### config.mk
export PLATFORM = sky130hd
export DESIGN_NAME = bus_arbiter
export DESIGN_NICKNAME = d
export VERILOG_FILES = /design/src/rtl/bus_arbiter.sv
export SDC_FILE = /design/constraint.sdc
export NUM_CORES = 1
export LEC_CHECK = 0
export BUFFER_PORTS_ARGS = -buffer_cell sky130_fd_sc_hd__buf_4
export CAP_MARGIN = 25
export CORE_AREA = 2 2 118 120
export DETAILED_ROUTE_END_ITERATION = 6
export DIE_AREA = 0 0 120 122
export SYNTH_ARGS = -nofsm -noshare
export SYNTH_HDL_FRONTEND = slang
export SYNTH_SLANG_ARGS = --single-unit
export TNS_END_PERCENT = 50
### constraint.sdc
create_clock -name clk -period 3.1 [get_ports clk]
set_input_delay 0.775 -clock clk [delete_from_list [all_inputs] [get_ports clk]]
set_output_delay 0.775 -clock clk [all_outputs]
set_load 0.1 [all_outputs]
### src/rtl/bus_arbiter.sv
// Two-master, single-slave bus arbiter.
// Grants are made only from IDLE; contention is resolved round-robin against
// the last contention winner. A BUSY transaction ends on s_ready or, if the
// slave never answers, after TIMEOUT cycles with an error pulse to the owner.
module bus_arbiter #(
    parameter int TIMEOUT = 16
) (
    input  logic        clk,
    input  logic        reset_n,
    input  logic        m0_req,
    input  logic [31:0] m0_addr,
    input  logic [31:0] m0_wdata,
    input  logic        m0_we,
    output logic [31:0] m0_rdata,
    output logic        m0_ready,
    output logic        m0_err,
    input  logic        m1_req,
    input  logic [31:0] m1_addr,
    input  logic [31:0] m1_wdata,
    input  logic        m1_we,
    output logic [31:0] m1_rdata,
    output logic        m1_ready,
    output logic        m1_err,
    output logic        s_valid,
    output logic [31:0] s_addr,
    output logic [31:0] s_wdata,
    output logic        s_we,
    input  logic [31:0] s_rdata,
    input  logic        s_ready,
    output logic [1:0]  grant
);

    typedef enum logic {
        IDLE = 1'b0,
        BUSY = 1'b1
    } state_t;

    // Counter value of the last BUSY cycle allowed before the forced error.
    localparam logic [7:0] LP_CNT_LAST = 8'(TIMEOUT - 1);

    state_t      r_state;
    state_t      w_state_nxt;
    logic [1:0]  r_grant;
    logic [1:0]  w_grant_nxt;
    logic        r_last_m1;     // 1: m1 won the last contention, so m0 wins the next
    logic        w_last_m1_nxt;
    logic [7:0]  r_cnt;
    logic [7:0]  w_cnt_nxt;
    logic        w_win_m1;
    logic        w_timeout;
    logic        w_done;
    logic [31:0] w_rdata;

    // State, grant, round-robin pointer and timeout counter registers.
    always_ff @(posedge clk or negedge reset_n) begin
        if (!reset_n) begin
            r_state   <= IDLE;
            r_grant   <= 2'b00;
            r_last_m1 <= 1'b1;
            r_cnt     <= 8'd0;
        end else begin
            r_state   <= w_state_nxt;
            r_grant   <= w_grant_nxt;
            r_last_m1 <= w_last_m1_nxt;
            r_cnt     <= w_cnt_nxt;
        end
    end

    // Next-state logic plus slave/master outputs for the current state.
    always_comb begin
        w_state_nxt   = r_state;
        w_grant_nxt   = r_grant;
        w_last_m1_nxt = r_last_m1;
        w_cnt_nxt     = r_cnt;
        w_win_m1      = 1'b0;
        w_timeout     = 1'b0;
        w_done        = 1'b0;
        w_rdata       = 32'd0;
        s_valid       = 1'b0;
        s_addr        = 32'd0;
        s_wdata       = 32'd0;
        s_we          = 1'b0;
        m0_ready      = 1'b0;
        m0_err        = 1'b0;
        m0_rdata      = 32'd0;
        m1_ready      = 1'b0;
        m1_err        = 1'b0;
        m1_rdata      = 32'd0;

        case (r_state)
            IDLE: begin
                if (m0_req && m1_req) begin
                    w_win_m1      = !r_last_m1;
                    w_grant_nxt   = w_win_m1 ? 2'b10 : 2'b01;
                    w_last_m1_nxt = w_win_m1;
                    w_state_nxt   = BUSY;
                    w_cnt_nxt     = 8'd0;
                end else if (m0_req) begin
                    w_grant_nxt = 2'b01;
                    w_state_nxt = BUSY;
                    w_cnt_nxt   = 8'd0;
                end else if (m1_req) begin
                    w_grant_nxt = 2'b10;
                    w_state_nxt = BUSY;
                    w_cnt_nxt   = 8'd0;
                end
            end
            BUSY: begin
                s_valid   = 1'b1;
                s_addr    = r_grant[1] ? m1_addr  : m0_addr;
                s_wdata   = r_grant[1] ? m1_wdata : m0_wdata;
                s_we      = r_grant[1] ? m1_we    : m0_we;
                // A slave answer in the final cycle still counts as success.
                w_timeout = (r_cnt == LP_CNT_LAST) && !s_ready;
                w_done    = s_ready || w_timeout;
                w_rdata   = s_ready ? s_rdata : 32'd0;
                if (w_done) begin
                    w_state_nxt = IDLE;
                    w_grant_nxt = 2'b00;
                    w_cnt_nxt   = 8'd0;
                    if (r_grant[1]) begin
                        m1_ready = 1'b1;
                        m1_err   = w_timeout;
                        m1_rdata = w_rdata;
                    end else begin
                        m0_ready = 1'b1;
                        m0_err   = w_timeout;
                        m0_rdata = w_rdata;
                    end
                end else begin
                    w_cnt_nxt = r_cnt + 8'd1;
                end
            end
            default: begin
                w_state_nxt = IDLE;
                w_grant_nxt = 2'b00;
            end
        endcase
    end

    assign grant = r_grant;

endmodule

* Yosys cells after proc, flatten, opt, wreduce, memory -nomap -nowiden
Index checks and enable logic that the tools add are counted.
** Storage, ports and cells
- Flip-flop bits (word level) :: 12
- Bits in latches :: 0
- Bits in writable memories :: 0
- ROM bits :: 0
- Input bits :: 167
- Output and inout port bits :: 136
- Logic and storage cells :: 58
- Memories :: 0
** Operators by class
- Add/sub/neg operators :: 1
- $mul :: 0
- Divide/modulo/power cells :: 0
- $lt $le $gt $ge :: 0
- Equality and inequality tests :: 3
- Shift operators :: 0
- Multiplexer cells :: 42
- Bitwise gates (word level) :: 1
- Reduce and logical (&&, ||, !) cells :: 7
** Operators by type and width (number)
- $mux W32 :: 11
- $mux W8 :: 4
- $mux W1 :: 19
- $pmux W8 S2 :: 1
- $mux W2 :: 5
- $add A8 B1 Y8 const B :: 1
- $eq A8 B4 Y1 const B :: 1
- $ne A4 B4 Y1 const B :: 1
- $pmux W2 S2 :: 1
- $reduce_and A2 Y1 :: 2
- $logic_and A1 B1 Y1 :: 2
- $logic_not A1 Y1 :: 2
- $ne A2 B1 Y1 const B :: 1
- $pmux W1 S2 :: 1
- $logic_or A1 B1 Y1 :: 1
- $not A1 Y1 :: 1

* Longest topological paths before layout
Gate-level depths: netlist (run 1).
- Word-level depth :: 5
- Gate-level depth with buffers :: 7
- Mapped depth without buffers :: 5

* Worst setup path before layout (run 1)
No wires, ideal clock.
- Path type :: register to output
- From :: register r_grant[1] (netlist: grant[1])
- To :: output m1_err
- Data arrival time :: 3.582 ns
- Required time :: 2.325 ns
- Setup slack :: -1.257 ns
- Stages on the path, launching flop included :: 5
- Path buffers :: 2
- Path through :: dfrtp_1 > buf_2 > buf_4 > nand2_1 > nor3_1
** On the way
- Cells in the longest elaborated chain, start to end :: 3
** Ends and longest elaborated chain
- start, declared :: RTL line 43 : logic [1:0] r_grant;
- start signal, assigned :: RTL line 63 : r_grant <= w_grant_nxt;
- $mux W1 :: RTL line 121 : if (r_grant[1]) begin
- $mux W1 :: RTL line 117 : if (w_done) begin
- $mux W1 :: RTL line 90 : case (r_state)
- end, declared :: RTL line 23 : output logic m1_err,
No other way between the ends.

* Final worst setup path (run 1)
- From :: register r_state
- To :: output m1_rdata[14]
** On the way
- Cells in the longest elaborated chain, start to end :: 1
** Ends and longest elaborated chain
- start, declared :: RTL line 41 : state_t r_state;
- start signal, assigned :: RTL line 62 : r_state <= w_state_nxt;
- $mux W32 :: RTL line 90
- end, declared :: RTL line 21 : output logic [31:0] m1_rdata,
No other way between the ends.

==> results of run 1 <==
[final cells by class]
type / count / area [um2] / area share
clock buffer: 4 / 88.8 / 0.0170
tap: 180 / 225 / 0.0430
timing repair buffer: 307 / 2330 / 0.445
sequential: 12 / 307 / 0.0585
multi-input combinational: 279 / 2290 / 0.437
[cells in the final DEF, fill, tap and decap left out, drive strengths merged, types with 3 or more instances in the layout]
master and instances:
buf 307, nor2b 67, mux2i 66, nor2 66
nand2 42, dfrtp 11, o21ai 6, a21oi 5
clkbuf 4, nand2b 3, and3 3, nor3 3
[power breakdown]
part	leakage [nW]	switching [mW]	internal, mW	total [mW]
Sequential	0.155	0.0277	0.181	0.209
Clock	0.0442	0.0672	0.195	0.262
Combinational	2.43	1.87	0.661	2.53
[final timing paths]
check                      startpoint            to  slack (ns)  cells after the start
setup reg to reg              r_state      r_cnt[7]        0.92                      5
setup / recovery              r_state  m1_rdata[14]        0.40                      4
hold reg to reg             r_last_m1     r_last_m1        0.49                      1
max in group asynchronous     reset_n     r_last_m1        2.50                      1
hold / removal                reset_n      r_cnt[6]        0.37                      1
min in group clk            r_last_m1     r_last_m1        0.49                      1
[critical path: cells and delay by family (launching register included)]
kind / cells / cell delay [ns]
buffers and inverters: 2 / 0.58
DFF: 1 / 0.66
and+or+nand+nor: 2 / 0.42
[metrics by stage]
step           setup slack [ns]  instance area, um2  setup TNS (ns)  utilization
2_1_floorplan            -0.504                2720          -19.24            -
3_3_place_gp              0.508                5150               0        0.381
3_5_place_dp              0.460                5150               0        0.381
4_1_cts                   0.363                5240               0        0.388
5_1_grt                   0.234                5240               0        0.388
6_report                  0.403                5240               0        0.388
[layer usage]
layer,share of wire,track usage
met5,0,0
met3,0.077,0.0234
met1,0.36,0.144
met4,0.013,0.0309
met2,0.55,0.264
[cells by family (layout without fill, tap and decap cells)]
| logic type | Yosys count | after routing | synth area share |
|---|---|---|---|
| AOI/OAI and AO/OA | 18 | 18 | 0.0515 |
| xor gates and xnor gates | 2 | 2 | 0.00802 |
| DFF | 12 | 12 | 0.138 |
| and+or+nand+nor | 191 | 191 | 0.428 |
| buffers and inverters | 29 | 311 | 0.0612 |
| adders and majority gates | 1 | 1 | 0.00572 |
| muxes | 67 | 67 | 0.307 |
[state kept, by name (all words and copies together), names as in the netlist]
| signal | flops |
|---|---|
| r_state | 1 |
| r_cnt | 8 |
| r_last_m1 | 1 |
| grant | 2 |
==> run_results.csv, run 1 <==
group,metric,value,unit
layout,syn2layout_area_growth,140,%
critical_path,crit_chain,"nand2_4 -> buf_12 -> nor2_4 -> buf_4",
layout,antenna_cells,0,
drt,wl_per_cell,13.8,um
die,dieHeight,122,um
placement,gp_congestion,0.765,
layout,fillers,1357,
cts,clk-insertion-delay-late,0.24,ns
global_routing,grt_usage,0.133,
cts,htreeDepth,1,
yosys,synth.area.top_cells,"mux2i_1 (30%), nor2b_1 (19%), dfrtp_1 (13%), nor2_1 (11%), nand2_1 (7.2%)",
critical_path,crit_arrival,1.92,ns
yosys,synth_most_common_cell,"nor2b_1",
sta,fin_crit,2.70,ns
sta,rsz0062_at_grt,"false",
yosys,syn_inst,320,
global_routing,grt_pass1_wl,15700,um
critical_path,cp.required,2.32,ns
global_routing,grt_pass1_vias,3170,
yosys,synth_top_area_cell,"mux2i_1",
cts,clock-sinks,12,
cts,cts_hold_buf,0,
flow_run,maxCapViolations,0,
drt,first_pass_iters,4,
sta,fin_crit_sh,0.870,
yosys,synth_top_area_frac,0.302,
yosys,synth_common_cells,"nor2b_1 (67), mux2i_1 (66), nor2_1 (66)",
sta,maxSlewViolCount,0,
hold_path,hold_path.class,"in -> async",
sta,fin_skew,0.000883,ns
drt,ant_nets,0,
sta,setup_violations,0,
power_and_ir_drop,p_leak,2.63,nW
layout,final_cells,782,
global_routing,grt-ovfl-total,0,
critical_path,cp-start-kind,"flip-flop",
die,pin_count,303,
sta,hold_violations,0,
layout,nets,771,
critical_path,end_kind,"primary output",
cts,ctsRootBufferMaster,"clkbuf_16",
global_routing,antenna_found_initial,0,
drt,route.vias.total,3245,
yosys,avgSynthCellArea,6.83,um2
power_and_ir_drop,finalPower,3.00,mW
cts,cts_resized,0,
placement,io_buffers,302,
cts,tritoncts,"done",
placement,dp_hpwl,9210,um
yosys,synthesis.area,0.00219,mm2
placement,dp.cells,778,
critical_path,worstSetupPathType,"reg -> out",
drt,wl,10800,um
drt,drt-vias-per-instance,4.15,
die,rows,43,
cts,clockBufferDepth,2,
layout,drive_gt1_frac,0.688,
power_and_ir_drop,ir_drop,286,uV
run_status,status,"complete, no violations",
yosys,synth_ff_type,"dfrtp_1",
die,die_area,0.0146,mm2
critical_path,critical-path-max-stage-delay,0.66,ns
yosys,synth_edf_count,0,
critical_path,critPathMaxFanout,31,
sta,slew_headroom,0.588,
sta,fin_hold_ws,0.370,ns
critical_path,slowest_stage,"dfrtp_2",
global_routing,grt_max_degree,47,
cts,cts_buffers,3,
drt,drtIter0Drc,73,
yosys,synth_nets,488,
power_and_ir_drop,powerDensity,573,mW/mm2
die,initial_utilization,0.162,
cts,cts_setup_buffers,0,
die,coreArea,0.0135,mm2
yosys,yosys_warnings,0,
yosys,synth_cell_type_count,30,
die,die_x,120,um
yosys,ys_seq_area_frac,0.138,
cts,clk_pin_slew,0.04,ns
sta,tightest_slew,0.614,ns
yosys,ys_seq_elements,12,
drt,drc,0,
sta,max_freq,371,MHz
yosys,async_flop_share,1.00,
Power figures use the tool's default switching activity.
==> inputs of run 2 (changes only) <==
--- a/config.mk
+++ b/config.mk
@@ -10,6 +10,7 @@
 export CORE_AREA = 2 2 118 120
 export DETAILED_ROUTE_END_ITERATION = 6
 export DIE_AREA = 0 0 120 122
+export PLACE_DENSITY = 0.54
 export SYNTH_ARGS = -nofsm -noshare
 export SYNTH_HDL_FRONTEND = slang
 export SYNTH_SLANG_ARGS = --single-unit
==> run 2 against run 1 <==
Net effect: first-iteration DRC count up 11%; clock power about the same; highest routed layer unchanged; non-clock buffer count up 4; largest cell class unchanged; critical path depth unchanged.
==> run_results.csv, run 2 (same netlist as run 1, synthesis figures left out) <==
group,metric,value,unit
critical_path,r2r-end,"r_cnt[7]",
critical_path,worstSetupPathType,"reg -> out",
layout,finish.utilization,0.392,
cts,clk_pin_slew,0.05,ns
power_and_ir_drop,ir_drop,255,uV
die,coreArea,0.0135,mm2
sta,tightest_slew,0.630,ns
sta,hold_violations,0,
sta,rsz0062_at_grt,"false",
sta,maxSlewViolCount,0,
cts,clk-insertion-delay-late,0.24,ns
drt,route.vias.total,3202,
layout,mostFrequentLayoutCells,"buf_4 (307), mux2i_1 (66), nand2_1 (41)",
global_routing,grt_pass1_wl,16200,um
die,pin_count,303,
placement,gp_congestion,0.783,
die,rows,43,
hold_path,hold_path.class,"in -> async",
global_routing,grt_pass1_vias,3076,
layout,regMostFlops,"r_cnt",
layout,syn2layout_area_growth,142,%
cts,ctsRootBufferMaster,"clkbuf_16",
die,initial_utilization,0.162,
drt,drt-vias-per-instance,4.07,
die,die_x,120,um
placement,place_area,0.00520,mm2
layout,nets,775,
critical_path,reg2reg_from,"r_state",
sta,fin_crit_sh,0.860,
cts,tritoncts,"done",
layout,largest_register_ffs,8,
die,dieHeight,122,um
cts,cts_setup_buffers,0,
critical_path,rrSetupSlack,1.12,ns
global_routing,grt-ovfl-total,0,
drt,highest-signal-layer,"met4",
drt,drtIter0Drc,81,
cts,cts_resized,0,
placement,dp_hpwl,9520,um
drt,drc,0,
placement,io_buffers,302,
drt,first_pass_iters,4,
critical_path,crit_arrival,1.89,ns
sta,fin_skew,0.00365,ns
power_and_ir_drop,p_leak,2.66,nW
global_routing,grt_usage,0.138,
cts,cts_hold_buf,0,
sta,max_freq,375,MHz
drt,wl_met2,5990,um
critical_path,worstRegToRegCells,5,
cts,cts_buffers,3,
critical_path,cp.required,2.32,ns
critical_path,end_kind,"primary output",
sta,fin_crit,2.67,ns
sta,slew_headroom,0.576,
power_and_ir_drop,finalPower,3.03,mW
flow_run,maxCapViolations,0,
drt,wl_met3,728,um
cts,htreeDepth,1,
critical_path,critPathMaxFanout,31,
global_routing,grt_max_degree,47,
power_and_ir_drop,powerDensity,572,mW/mm2
global_routing,antenna_found_initial,0,
drt,wl,11100,um
cts,clockBufferDepth,2,
cts,clock-sinks,12,
run_status,status,"complete, no violations",
drt,wl_per_cell,14.2,um
drt,ant_nets,0,
layout,final_cell_area,0.00529,mm2
layout,final_common_cell,"buf_4",
drt,wl_met1,4330,um
layout,drive_gt1_frac,0.690,
layout,antenna_cells,0,
critical_path,crit_end,"m1_rdata[0]",
critical_path,crit_start,"r_state",
sta,setup_violations,0,
die,die_area,0.0146,mm2
critical_path,cp-start-kind,"flip-flop",
run 2: changes by cell type in the layout (fill, tap and decap cells not counted), sizes merged:
cell	before	now
buf	307	311
run 2: layout make-up:
cell class              count  area, um2
clock buffers               4       88.8
repair buffers            311       2380
flip-flops and latches     12        307
fillers                  1374       8210
well taps                 180        225
multi-input cells         279       2290
run 2: through the flow:
step | hold slack, ns | std cells | setup WS [ns] | setup TNS (ns)
6_report | 0.371 | 786 | 0.433 | 0
4_1_cts | 0.374 | 786 | 0.401 | 0
5_1_grt | 0.374 | 786 | 0.301 | 0
2_1_floorplan | 0.450 | 320 | -0.504 | -19.24
3_3_place_gp | 0.475 | 782 | 0.472 | 0
3_5_place_dp | 0.485 | 782 | 0.444 | 0
run 2: power by group:
part           internal, mW  switching [mW]
Clock                 0.195          0.0688
Combinational         0.681            1.85
Sequential            0.181          0.0495
Total                  1.06            1.97
run 2: critical path: stages, from the launching register on:
cell and delay [ns]:
dfrtp_2 0.68, nand2_4 0.25, buf_4 0.28, nor2_1 0.13, buf_4 0.30
run 2: worst min-delay path by stage:
stage | to | depth (start not counted) | slack (ns) | start
floorplan | r_cnt[2] | 1 | 0.45 | r_cnt[2]
global route | r_cnt[5] | 1 | 0.37 | reset_n
detailed placement | r_cnt[2] | 1 | 0.49 | r_cnt[2]
global placement | r_cnt[2] | 1 | 0.48 | r_cnt[2]
finish | r_cnt[4] | 1 | 0.37 | reset_n
CTS | r_cnt[5] | 1 | 0.37 | reset_n
run 2: metal layers:
metal | vias up | track usage
met5 | - | 0
met4 | 0 | 0.0184
met3 | 8 | 0.0234
met2 | 150 | 0.258
met1 | 1427 | 0.170
li1 | 1617 | -
